<file path="config.mk">
export PLATFORM = sky130hd
export DESIGN_NAME = round_controller
export DESIGN_NICKNAME = d
export VERILOG_FILES = /design/src/rtl/round_controller.sv
export SDC_FILE = /design/constraint.sdc
export NUM_CORES = 1
export LEC_CHECK = 0
export ABC_AREA = 1
export BUFFER_PORTS_ARGS = -buffer_cell sky130_fd_sc_hd__buf_2
export CORE_ASPECT_RATIO = 0.9
export CORE_MARGIN = 5
export CORE_UTILIZATION = 57
export DETAILED_ROUTE_END_ITERATION = 10
export GPL_ROUTABILITY_DRIVEN = 0
export PLACE_DENSITY = 0.81
export REMOVE_ABC_BUFFERS = 1
export SYNTH_ARGS = -nofsm -noshare
export SYNTH_HDL_FRONTEND = slang
export SYNTH_SLANG_ARGS = --single-unit
</file>
<file path="constraint.sdc">
create_clock -name clk -period 2.1 [get_ports clk]
set_clock_uncertainty 0.1 [all_clocks]
set_input_delay 0.21 -clock clk [delete_from_list [all_inputs] [get_ports clk]]
set_output_delay 0.21 -clock clk [all_outputs]
set_load 0.005 [all_outputs]
</file>
<file path="src/rtl/round_controller.sv">
// Game-round sequencer: runs reaction rounds against an external ms timer, scores hits, counts misses.
// Latency: one state transition per clock; ARM is exactly 1 cycle, GAP is GAP_MS*CLKS_PER_MS cycles.
// Backpressure: none; start/pause/hit are single-cycle pulses and are dropped in states that ignore them.
module round_controller #(
  parameter int MAX_MS      = 4095,
  parameter int CLKS_PER_MS = 50000,
  parameter int NUM_ROUNDS  = 10,
  parameter int MAX_MISSES  = 3,
  parameter int BASE_MS     = 2000,
  parameter int STEP_MS     = 100,
  parameter int MIN_MS      = 500,
  parameter int GAP_MS      = 1000,
  localparam int W          = $clog2(MAX_MS),
  localparam int RW         = $clog2(NUM_ROUNDS + 1),
  localparam int MW         = $clog2(MAX_MISSES + 1)
) (
  input  logic          clk,
  input  logic          reset,
  input  logic          start,
  input  logic          pause,
  input  logic          hit,
  input  logic [1:0]    difficulty_sel,
  input  logic [W-1:0]  timer_value,
  input  logic          timer_end_reached,
  output logic          timer_reset,
  output logic          timer_enable,
  output logic [1:0]    timer_difficulty,
  output logic [W-1:0]  timer_end_value,
  output logic [RW-1:0] round,
  output logic [RW-1:0] score,
  output logic [MW-1:0] misses,
  output logic [W-1:0]  reaction_ms,
  output logic          target_active,
  output logic          game_over,
  output logic [2:0]    state
);

  localparam int GAP_CYC = GAP_MS * CLKS_PER_MS;
  localparam int GW      = (GAP_CYC > 1) ? $clog2(GAP_CYC) : 1;

  // Threshold at which one more STEP_MS reduction still lands at or above the floor.
  localparam logic [W:0] STEP_THRESH = (W + 1)'(MIN_MS + STEP_MS);

  typedef enum logic [2:0] {
    S_IDLE   = 3'd0,
    S_ARM    = 3'd1,
    S_RUN    = 3'd2,
    S_PAUSED = 3'd3,
    S_GAP    = 3'd4,
    S_DONE   = 3'd5
  } state_t;

  state_t        state_q, state_d;
  logic [RW-1:0] round_q, round_d;
  logic [RW-1:0] score_q, score_d;
  logic [MW-1:0] misses_q, misses_d;
  logic [W-1:0]  react_q, react_d;
  logic [1:0]    diff_q, diff_d;
  logic [W-1:0]  end_q, end_d;
  logic [GW-1:0] gap_q, gap_d;

  // State and game registers; reset aborts any game in progress with nothing retained.
  always_ff @(posedge clk or negedge reset) begin
    if (!reset) begin
      state_q  <= S_IDLE;
      round_q  <= '0;
      score_q  <= '0;
      misses_q <= '0;
      react_q  <= '0;
      diff_q   <= '0;
      end_q    <= W'(BASE_MS);
      gap_q    <= '0;
    end else begin
      state_q  <= state_d;
      round_q  <= round_d;
      score_q  <= score_d;
      misses_q <= misses_d;
      react_q  <= react_d;
      diff_q   <= diff_d;
      end_q    <= end_d;
      gap_q    <= gap_d;
    end
  end

  // Next-state and datapath updates; in RUN a hit outranks a timeout, which outranks pause.
  always_comb begin
    state_d  = state_q;
    round_d  = round_q;
    score_d  = score_q;
    misses_d = misses_q;
    react_d  = react_q;
    diff_d   = diff_q;
    end_d    = end_q;
    gap_d    = '0;

    case (state_q)
      S_IDLE, S_DONE: begin
        if (start) begin
          diff_d   = (difficulty_sel == 2'd3) ? 2'd2 : difficulty_sel;
          round_d  = RW'(1);
          score_d  = '0;
          misses_d = '0;
          react_d  = '0;
          end_d    = W'(BASE_MS);
          state_d  = S_ARM;
        end
      end

      // Single cycle with timer_reset high so the timer starts every round from zero.
      S_ARM: state_d = S_RUN;

      S_RUN: begin
        if (hit) begin
          score_d = score_q + RW'(1);
          react_d = timer_value;
          state_d = S_GAP;
        end else if (timer_end_reached) begin
          misses_d = misses_q + MW'(1);
          state_d  = (misses_q == MW'(MAX_MISSES - 1)) ? S_DONE : S_GAP;
        end else if (pause) begin
          state_d = S_PAUSED;
        end
      end

      S_PAUSED: begin
        if (pause) state_d = S_RUN;
      end

      S_GAP: begin
        if (gap_q == GW'(GAP_CYC - 1)) begin
          if (round_q == RW'(NUM_ROUNDS)) begin
            state_d = S_DONE;
          end else begin
            round_d = round_q + RW'(1);
            // Compare first so the subtraction can never wrap below the floor.
            end_d   = ({1'b0, end_q} >= STEP_THRESH) ? (end_q - W'(STEP_MS)) : W'(MIN_MS);
            state_d = S_ARM;
          end
        end else begin
          gap_d = gap_q + GW'(1);
        end
      end

      default: state_d = S_IDLE;
    endcase
  end

  // Moore output decode; PAUSED drops both reset and enable so the timer holds its count.
  always_comb begin
    timer_reset   = (state_q == S_IDLE) || (state_q == S_ARM) ||
                    (state_q == S_GAP)  || (state_q == S_DONE);
    timer_enable  = (state_q == S_RUN);
    target_active = (state_q == S_RUN);
    game_over     = (state_q == S_DONE);
  end

  assign state            = state_q;
  assign round            = round_q;
  assign score            = score_q;
  assign misses           = misses_q;
  assign reaction_ms      = react_q;
  assign timer_difficulty = diff_q;
  assign timer_end_value  = end_q;

endmodule
</file>
### Yosys cells after proc, flatten, opt, wreduce, memory -nomap -nowiden

Cells that the tools add are included.

| word-level totals | value |
|---|---|
| input port bits | 20 |
| output and inout bits | 43 |
| flip-flop bits (word level) | 65 |

| cells by class | value |
|---|---|
| mux-type cells | 31 |
| reductions and logical operators | 12 |
| add/sub/neg operators | 5 |
| $lt $le $gt $ge | 1 |
| eq/ne operators | 17 |

Operators with widths:

| operator | count |
|---|---|
| $mux 12 | 6 |
| $mux 26 | 2 |
| $pmux 12 s2 | 2 |
| $add 26x1->26 const B | 1 |
| $eq 26x26->1 const B | 1 |
| $mux 3 | 7 |
| $mux 4 | 5 |
| $pmux 4 s2 | 2 |
| $pmux 3 s5 | 1 |
| $ne 2x2->1 const B | 7 |
| $ge 12x10->1 const B | 1 |
| $reduce_and 4->1 | 3 |
| $sub 12x7->12 const B | 1 |
| $add 4x1->4 const B | 2 |
| $mux 2 | 4 |
| $eq 3x2->1 const B | 2 |
| $eq 3x3->1 const B | 2 |
| $eq 2x2->1 const B | 2 |
| $eq 4x4->1 const B | 1 |
| $ne 4x4->1 const B | 1 |
| $pmux 2 s2 | 1 |
| $reduce_bool 2->1 | 2 |
| $eq 3x1->1 const B | 1 |
| $logic_not 3->1 | 1 |
| other kinds (6) | 8 |

### Longest topological paths before layout

Gate-level depths: netlist of the first run.

| depth | value |
|---|---|
| depth after elaboration | 5 |
| mapped depth | 11 |

### Worst setup path before layout of the first run

Ideal clock, no wire load.

| path | value |
|---|---|
| path type | register to register |
| start | register gap_q[0] |
| end | register end_q[5] (netlist: timer_end_value[5]) |
| setup time | 117 ps |
| setup slack | 482 ps |
| data arrival time | 1,400 ps |
| path buffers | 1 |
| required time | 1,883 ps |
| stages on the path, launching flop included | 12 |
| period minus slack after synthesis | 1,618 ps |
| cell sequence | dfrtp_1 > ha_1 > nand2_1 > nor2_2 > nand2_1 > nor2_2 > nand2_2 > nand2_4 > nand3_4 > buf_6 > nand2_1 > nand2_1 |

| on the way | value |
|---|---|
| cells in the longest elaborated chain, start to end | 3 |

RTL lines:

| element | line | RTL |
|---|---|---|
| start: declaration | 60 | `logic [GW-1:0] gap_q, gap_d;` |
| start signal: assignment | 81 | `gap_q <= gap_d;` |
| $eq 26x26->1 | 130 | `if (gap_q == GW'(GAP_CYC - 1)) begin` |
| $ne 2x2->1 (no line) | - |  |
| $reduce_and 4->1 (no line) | - |  |
| end signal: assignment | 71 | `end_q <= W'(BASE_MS);` |
| end signal: assignment | 80 | `end_q <= end_d;` |
| end: declaration | 59 | `logic [W-1:0] end_q, end_d;` |

Every way passes these cells.
A chain may end at the register's enable or synchronous reset.

### Final worst setup path of the first run

| path | value |
|---|---|
| start | register gap_q[0] |
| end | register gap_q[18] |

| on the way | value |
|---|---|
| cells in the longest elaborated chain, start to end | 3 |
| elaborated cells on any way between the ends | 4 |
| classes of those cells | add/sub: 1; eq/ne: 1; mux: 2 |

RTL lines:

| element | line | RTL |
|---|---|---|
| $add 26x1->26 / $eq 26x26->1 (equally long branches) | 140, 130 |  |
| $mux 26 * | 130 |  |
| $mux 26 * | 96 | `case (state_q)` |
| net gap_d[18] | 60 |  |

The timed path passes the listed nets; every way through them passes the cells marked *.

==> impl_metrics.toml, run 1 <==
[run_status]
status = "finished, final reports clean"

[synth]
synth_cell_types = 40
yosysSeqAreaShare_pct = 42.63
yosys_register_bits = 63
synthArstFlopShare_pct = 100.0
synthCells = 488
syn_area_sq_um = 3716
postSynthAreaPerCell_sq_um = 7.615
synth_enable_flop_cells = 0
yosys_warnings = 0
synth-main-ff-cell = "dfrtp_1"

[global_routing]
overflow = 0
grtUsageTotal_pct = 22.75
grt_pass1_wl_um = 14930
grt_pass1_vias = 3361
antenna_found_initial = 0
grt_max_degree = 28

[power_and_ir_drop]
ir_drop_mv = 0.9813
powerDensity_nw_per_um2 = 1212
power.leakage_nw = 2.285

[drt]
drc = 0
initialDrtViolationCount = 182
wl_per_cell_um = 12.94
ant_nets = 0
vias_per_cell = 5.114
first_pass_iters = 5
wirelength_um = 8719
vias = 3447

[die]
initial_core_util_pct = 57.65
die-area_sq_um = 8237
fp.dieW_um = 95.11
fp.dieH_um = 86.60
core.rowCount = 28
core_region_area_sq_um = 6446
io_pins = 63

[setup_path]
end_kind = "flip-flop"
slowest_stage = "dfrtp_1"
crit_arrival_ns = 2.01
crit_top_cell = "nand2_1"
start_kind = "flip-flop"
critPathMaxStageDelay_ns = 0.38
path_class = "flip-flop to flip-flop"
path_cells = "ha_1 > nand2_1 > nor2_2 > nand2_1 > nor2_1 > nand2_1 > inv_1 > nand2_1 > o21ai_0 > nor2_1"
crit_fanout = 5
crit_required_ns = 2.23

[finish]
final_area_sq_um = 4526
syn_to_final_growth_pct = 21.78
fin_util_pct = 70.21
layout.cells.most_common = "nand2_1"
n_antenna_cell = 0
multi_input_area_sq_um = 1837
n_fill_cell = 520
seq_area_sq_um = 1584
layout_common_cells = "150 x nand2_1, 68 x nor2_1, 60 x buf_2"
drive_gt1_share_pct = 23.97
nNetsFinal = 606

[clock_tree]
clk_pin_slew_worst_paths_ns = 0.07
insertion_delay_ns = 0.35
clock_path_buffers = 2
clock_sinks = 63
htreeDepth = 3
cts_buffers = 9
cts_tree = "done"
root_buffer = "clkbuf_8"

[timing]
rsz0062_at_grt = "false"
setup_viol = 0
post-route-period-util_pct = 89.35
finalHoldViolCount = 0
fmaxAchievable_mhz = 532.9
worst-slew-pin-transition_ns = 0.5731
worst_slack_ns = 0.2236
tns_ns = 0
period_needed_ns = 1.876
relSlewSlack_pct = 61.79
maxSlewViolCount = 0

[place]
dpl.hpwl_um = 5988
place_area_sq_um = 4104
dpl_worst_slack_ns = 0.1000
numPortBuffers = 60

[min_path]
holdCritPathClass = "input pin to flip-flop"

[job]
max_cap_viol_count = 0
==> layer usage <==
metal / track usage, % / part of all wire [%] / wire (um) / up-vias
li1: - / - / - / 1709
met1: 29.37 / 43 / 3786 / 1595
met2: 36.17 / 47 / 4127 / 134
met3: 7.552 / 8.2 / 711 / 9
met4: 7.208 / 1.1 / 93 / 0
met5: 0 / 0 / 0 / -
==> final timing paths <==
| path | from | endpoint | slack [ns] | cells after the start |
|---|---|---|---|---|
| min in group asynchronous | reset | gap_q[22]$_DFF_PN0_ | 0.29 | 2 |
| max in group asynchronous | reset | gap_q[8]$_DFF_PN0_ | 0.99 | 3 |
| max reg2reg | gap_q[0]$_DFF_PN0_ | gap_q[18]$_DFF_PN0_ | 0.22 | 10 |
| max | gap_q[0]$_DFF_PN0_ | gap_q[18]$_DFF_PN0_ | 0.22 | 10 |
| min reg2reg | gap_q[0]$_DFF_PN0_ | gap_q[0]$_DFF_PN0_ | 0.37 | 1 |
| min | difficulty_sel[1] | timer_difficulty[0]$_DFFE_PN0P_ | 0.05 | 3 |
==> cell type report <==
type | instances | area share [%]
clock inverters | 3 | 0.9400
flip-flops and latches | 63 | 35.00
well taps | 90 | 2.488
clock buffers | 13 | 3.511
multi-input cells | 361 | 40.59
repair buffers | 90 | 12.94
inverters | 54 | 4.534
==> critical path, delay by kind of cell, from the launching register on <==
family / cells / cell delay (ns)
AO/OA/AOI/OAI: 1 / 0.16
adder cells (fa/ha/maj): 1 / 0.17
buffers and inverters: 1 / 0.15
flip-flops: 1 / 0.38
AND/OR/NAND/NOR: 7 / 0.79
==> power breakdown <==
group | internal, mW | switching [mW] | leakage, nW | total (mW)
clock | 0.612 | 0.466 | 0.0996 | 1.08
sequential | 1.53 | 0.325 | 0.840 | 1.86
combinational | 1.06 | 1.49 | 1.35 | 2.55
total | 3.20 | 2.28 | 2.29 | 5.48
==> cells in the mapped netlist (all sizes together) (2+ instances only) <==
| cell type | number | area share [%] |
|---|---|---|
| buf | 11 | 2.5 |
| nand3 | 42 | 6.3 |
| a21oi | 12 | 1.9 |
| nor3b | 2 | 0.40 |
| nand4 | 11 | 1.9 |
| inv | 54 | 5.5 |
| nand2 | 172 | 20 |
| xnor2 | 4 | 0.94 |
| nor2 | 74 | 8.0 |
| dfrtp | 57 | 38 |
| ha | 7 | 2.4 |
| xor2 | 9 | 2.1 |
| dfstp | 6 | 4.2 |
| o21ai | 11 | 1.9 |
| nor3 | 7 | 1.4 |
==> kinds of logic (layout without fill, tap and decap cells) <==
| family | after synthesis | after routing | synth area share [%] |
|---|---|---|---|
| xor+xnor | 13 | 13 | 3.064 |
| compound gates | 29 | 29 | 5.051 |
| other cells | 1 | 2 | 0.1009 |
| flops | 63 | 63 | 42.63 |
| mux | 1 | 1 | 0.2694 |
| simple gates | 309 | 309 | 38.48 |
| buf+inv | 65 | 160 | 8.047 |
| fa+ha+maj | 7 | 7 | 2.357 |
==> registers in the layout, indices dropped and copies added, names as in the netlist <==
| register | cells |
|---|---|
| timer_difficulty | 2 |
| misses | 2 |
| state | 3 |
| reaction_ms | 12 |
| timer_end_value | 10 |
| score | 4 |
| round | 4 |
| gap_q | 26 |
==> stage by stage <==
| stage | power [mW] | hold slack (ns) | std cells |
|---|---|---|---|
| after floorplan | 3.313 | -0.1856 | 478 |
| final | 5.483 | 0.05394 | 674 |
| after global routing | 5.895 | 0.05900 | 674 |
| after detailed placement | 4.068 | 0.1430 | 635 |
| after CTS | 5.194 | 0.03589 | 665 |
| after global placement | 4.008 | 0.1484 | 635 |
==> timing repair <==
item / in CTS / in global routing
buffers inserted: 0 / 9
resized for setup: 0 / 0
endpoints found under the setup margin: 0 / 2
hold buffers: 14 / 0
hold endpoints to repair: 30 / 0
Power figures use the tool's default switching activity.
==> run 2, diff against run 1 <==
- ABC_CLOCK_PERIOD_IN_PS: default -> 2100
- PLACE_DENSITY: 0.81 -> default
- PLACE_DENSITY_LB_ADDON: default -> 0.12
==> impl_metrics.toml, run 2 (synthesis results as in run 1) <==
[die]
core_region_area_sq_um = 6446
fp.dieH_um = 86.60
io_pins = 63
initial_core_util_pct = 57.65
core.rowCount = 28
fp.dieW_um = 95.11
die-area_sq_um = 8237

[min_path]
hold_path_depth = 3
holdCritPathClass = "input pin to flip-flop"
hold_start = "difficulty_sel[1]"
hold-path-endpoint = "timer_difficulty[0]$_DFFE_PN0P_"

[timing]
relSlewSlack_pct = 59.72
post-route-period-util_pct = 86.88
rsz0062_at_grt = "false"
tns_ns = 0
finalHoldViolCount = 0
fmaxAchievable_mhz = 548.1
setup_viol = 0
period_needed_ns = 1.825
worst-slew-pin-transition_ns = 0.6042
maxSlewViolCount = 0

[global_routing]
overflow = 0
met1_usage_pct = 30.81
grt_pass1_wl_um = 15170
grt_max_degree = 36
grtUsageTotal_pct = 23.25
grt-busiest-layer = "met2"
antenna_found_initial = 0
grt_pass1_vias = 3358
met3_usage_pct = 6.684
met2_usage_pct = 37.13

[place]
place_area_sq_um = 4089
dpl.hpwl_um = 5796
numPortBuffers = 60

[setup_path]
start_kind = "flip-flop"
critPathTopFamily = "simple AND/OR/NAND/NOR gates"
r2r_end = "timer_end_value[11]$_DFFE_PN0P_"
slowest_stage = "dfrtp_1"
crit_required_ns = 2.22
path_cells = "ha_1 > nand2_1 > nor2_2 > nand2_1 > nor2_2 > nand2_2 > nand2_8 > nand3_4 > nand2_1 > nand2_1"
critPathMaxStageDelay_ns = 0.37
cp_num_cells = 10
critPathBufInv = 0
r2r_start = "gap_q[0]$_DFF_PN0_"
crit_arrival_ns = 1.95
path_class = "flip-flop to flip-flop"
rr_worst_depth = 10
crit_top_cell = "nand2_1"
rrSetupSlack_ns = 0.28
crit_fanout = 16
end_kind = "flip-flop"

[finish]
drive_gt1_share_pct = 23.36
final_area_sq_um = 4479
regMostFlops = "gap_q"
layout_common_cells = "150 x nand2_1, 68 x nor2_1, 60 x buf_2"
largest_register_ffs = 26
layout.cells.most_common = "nand2_1"
nNetsFinal = 601
syn_to_final_growth_pct = 20.54
n_antenna_cell = 0

[power_and_ir_drop]
ir_drop_mv = 0.7599
powerDensity_nw_per_um2 = 1169
power.leakage_nw = 2.257

[clock_tree]
clk_pin_slew_worst_paths_ns = 0.07
root_buffer = "clkbuf_8"
insertion_delay_ns = 0.34
cts_tree = "done"
htreeDepth = 3
clock_path_buffers = 2
clock_sinks = 63
cts_buffers = 9

[drt]
first_pass_iters = 4
vias = 3357
ant_nets = 0
vias_per_cell = 5.025
wl_per_cell_um = 12.63
drc = 0
wirelength_um = 8437
initialDrtViolationCount = 159

[job]
max_cap_viol_count = 0

[run_status]
status = "finished, final reports clean"
-- run 2: changes by cell type in the layout (fill, tap and decap cells not counted) --
| cell | before | now |
|---|---|---|
| buf_4 | 14 | 8 |
| clkinv_2 | 1 | 3 |
| a21oi_2 | 3 | 2 |
| a21oi_4 | 0 | 1 |
| buf_12 | 2 | 3 |
| bufinv_16 | 1 | 0 |
| clkbuf_1 | 2 | 1 |
| clkbuf_8 | 11 | 10 |
| nand2_4 | 11 | 10 |
| nand2_8 | 0 | 1 |
-- run 2: how the worst max path moves through the flow --
stage | startpoint | slack (ns) | to
2_1_floorplan | state[0]$_DFFE_PN0P_ | 0.29 | score[2]$_DFFE_PN0P_
3_3_place_gp | gap_q[0]$_DFF_PN0_ | 0.20 | state[2]$_DFFE_PN0P_
3_5_place_dp | state[2]$_DFFE_PN0P_ | 0.12 | score[2]$_DFFE_PN0P_
4_1_cts | gap_q[0]$_DFF_PN0_ | 0.13 | timer_end_value[10]$_DFFE_PN1P_
5_1_grt | gap_q[0]$_DFF_PN0_ | 0.06 | timer_end_value[5]$_DFFE_PN0P_
6_report | gap_q[0]$_DFF_PN0_ | 0.28 | timer_end_value[11]$_DFFE_PN0P_
-- run 2: worst min-delay path: cells and delay by family --
kind            cells  cell delay [ns]
buf+inv             1             0.07
compound gates      1             0.06
simple gates        1             0.11
-- run 2: cell type report --
type,count,area (sq um)
Clock buffer,11,141.4
Timing Repair Buffer,85,560.5
Fill cell,533,1967
Inverter,54,205.2
Multi-Input combinational cell,361,1853
Clock inverter,4,22.52
Tap cell,90,112.6
Sequential cell,63,1584
-- run 2: per-layer routing --
| layer | up-vias | share of wire [%] |
|---|---|---|
| met5 | - | 0 |
| met3 | 9 | 6.1 |
| li1 | 1701 | - |
| met1 | 1553 | 46 |
| met2 | 94 | 47 |
| met4 | 0 | 1.3 |
-- run 2: repair_timing --
action | CTS | global route
setup buffers | 0 | 6
hold buffers | 14 | 0
setup endpoints to repair | 0 | 17
endpoints found under the hold margin | 36 | 0
gates resized for setup | 0 | 2
-- run 2: where the power goes --
part / internal (mW) / switching [mW] / leakage [nW]
logic: 1.04 / 1.46 / 1.33
clock network: 0.448 / 0.447 / 0.0850
registers: 1.53 / 0.317 / 0.840
-- run 2: metrics by stage --
step	hold slack (ns)	util (%)	power (mW)	setup WS, ns	std cells
2_1_floorplan	-0.1856	-	3.313	0.2893	478
3_3_place_gp	0.1559	63.43	3.990	0.1975	633
3_5_place_dp	0.1643	63.43	4.049	0.1207	633
4_1_cts	0.04869	68.15	4.977	0.1340	662
5_1_grt	0.04625	69.49	5.711	0.05672	668
6_report	0.04835	69.49	5.235	0.2754	668
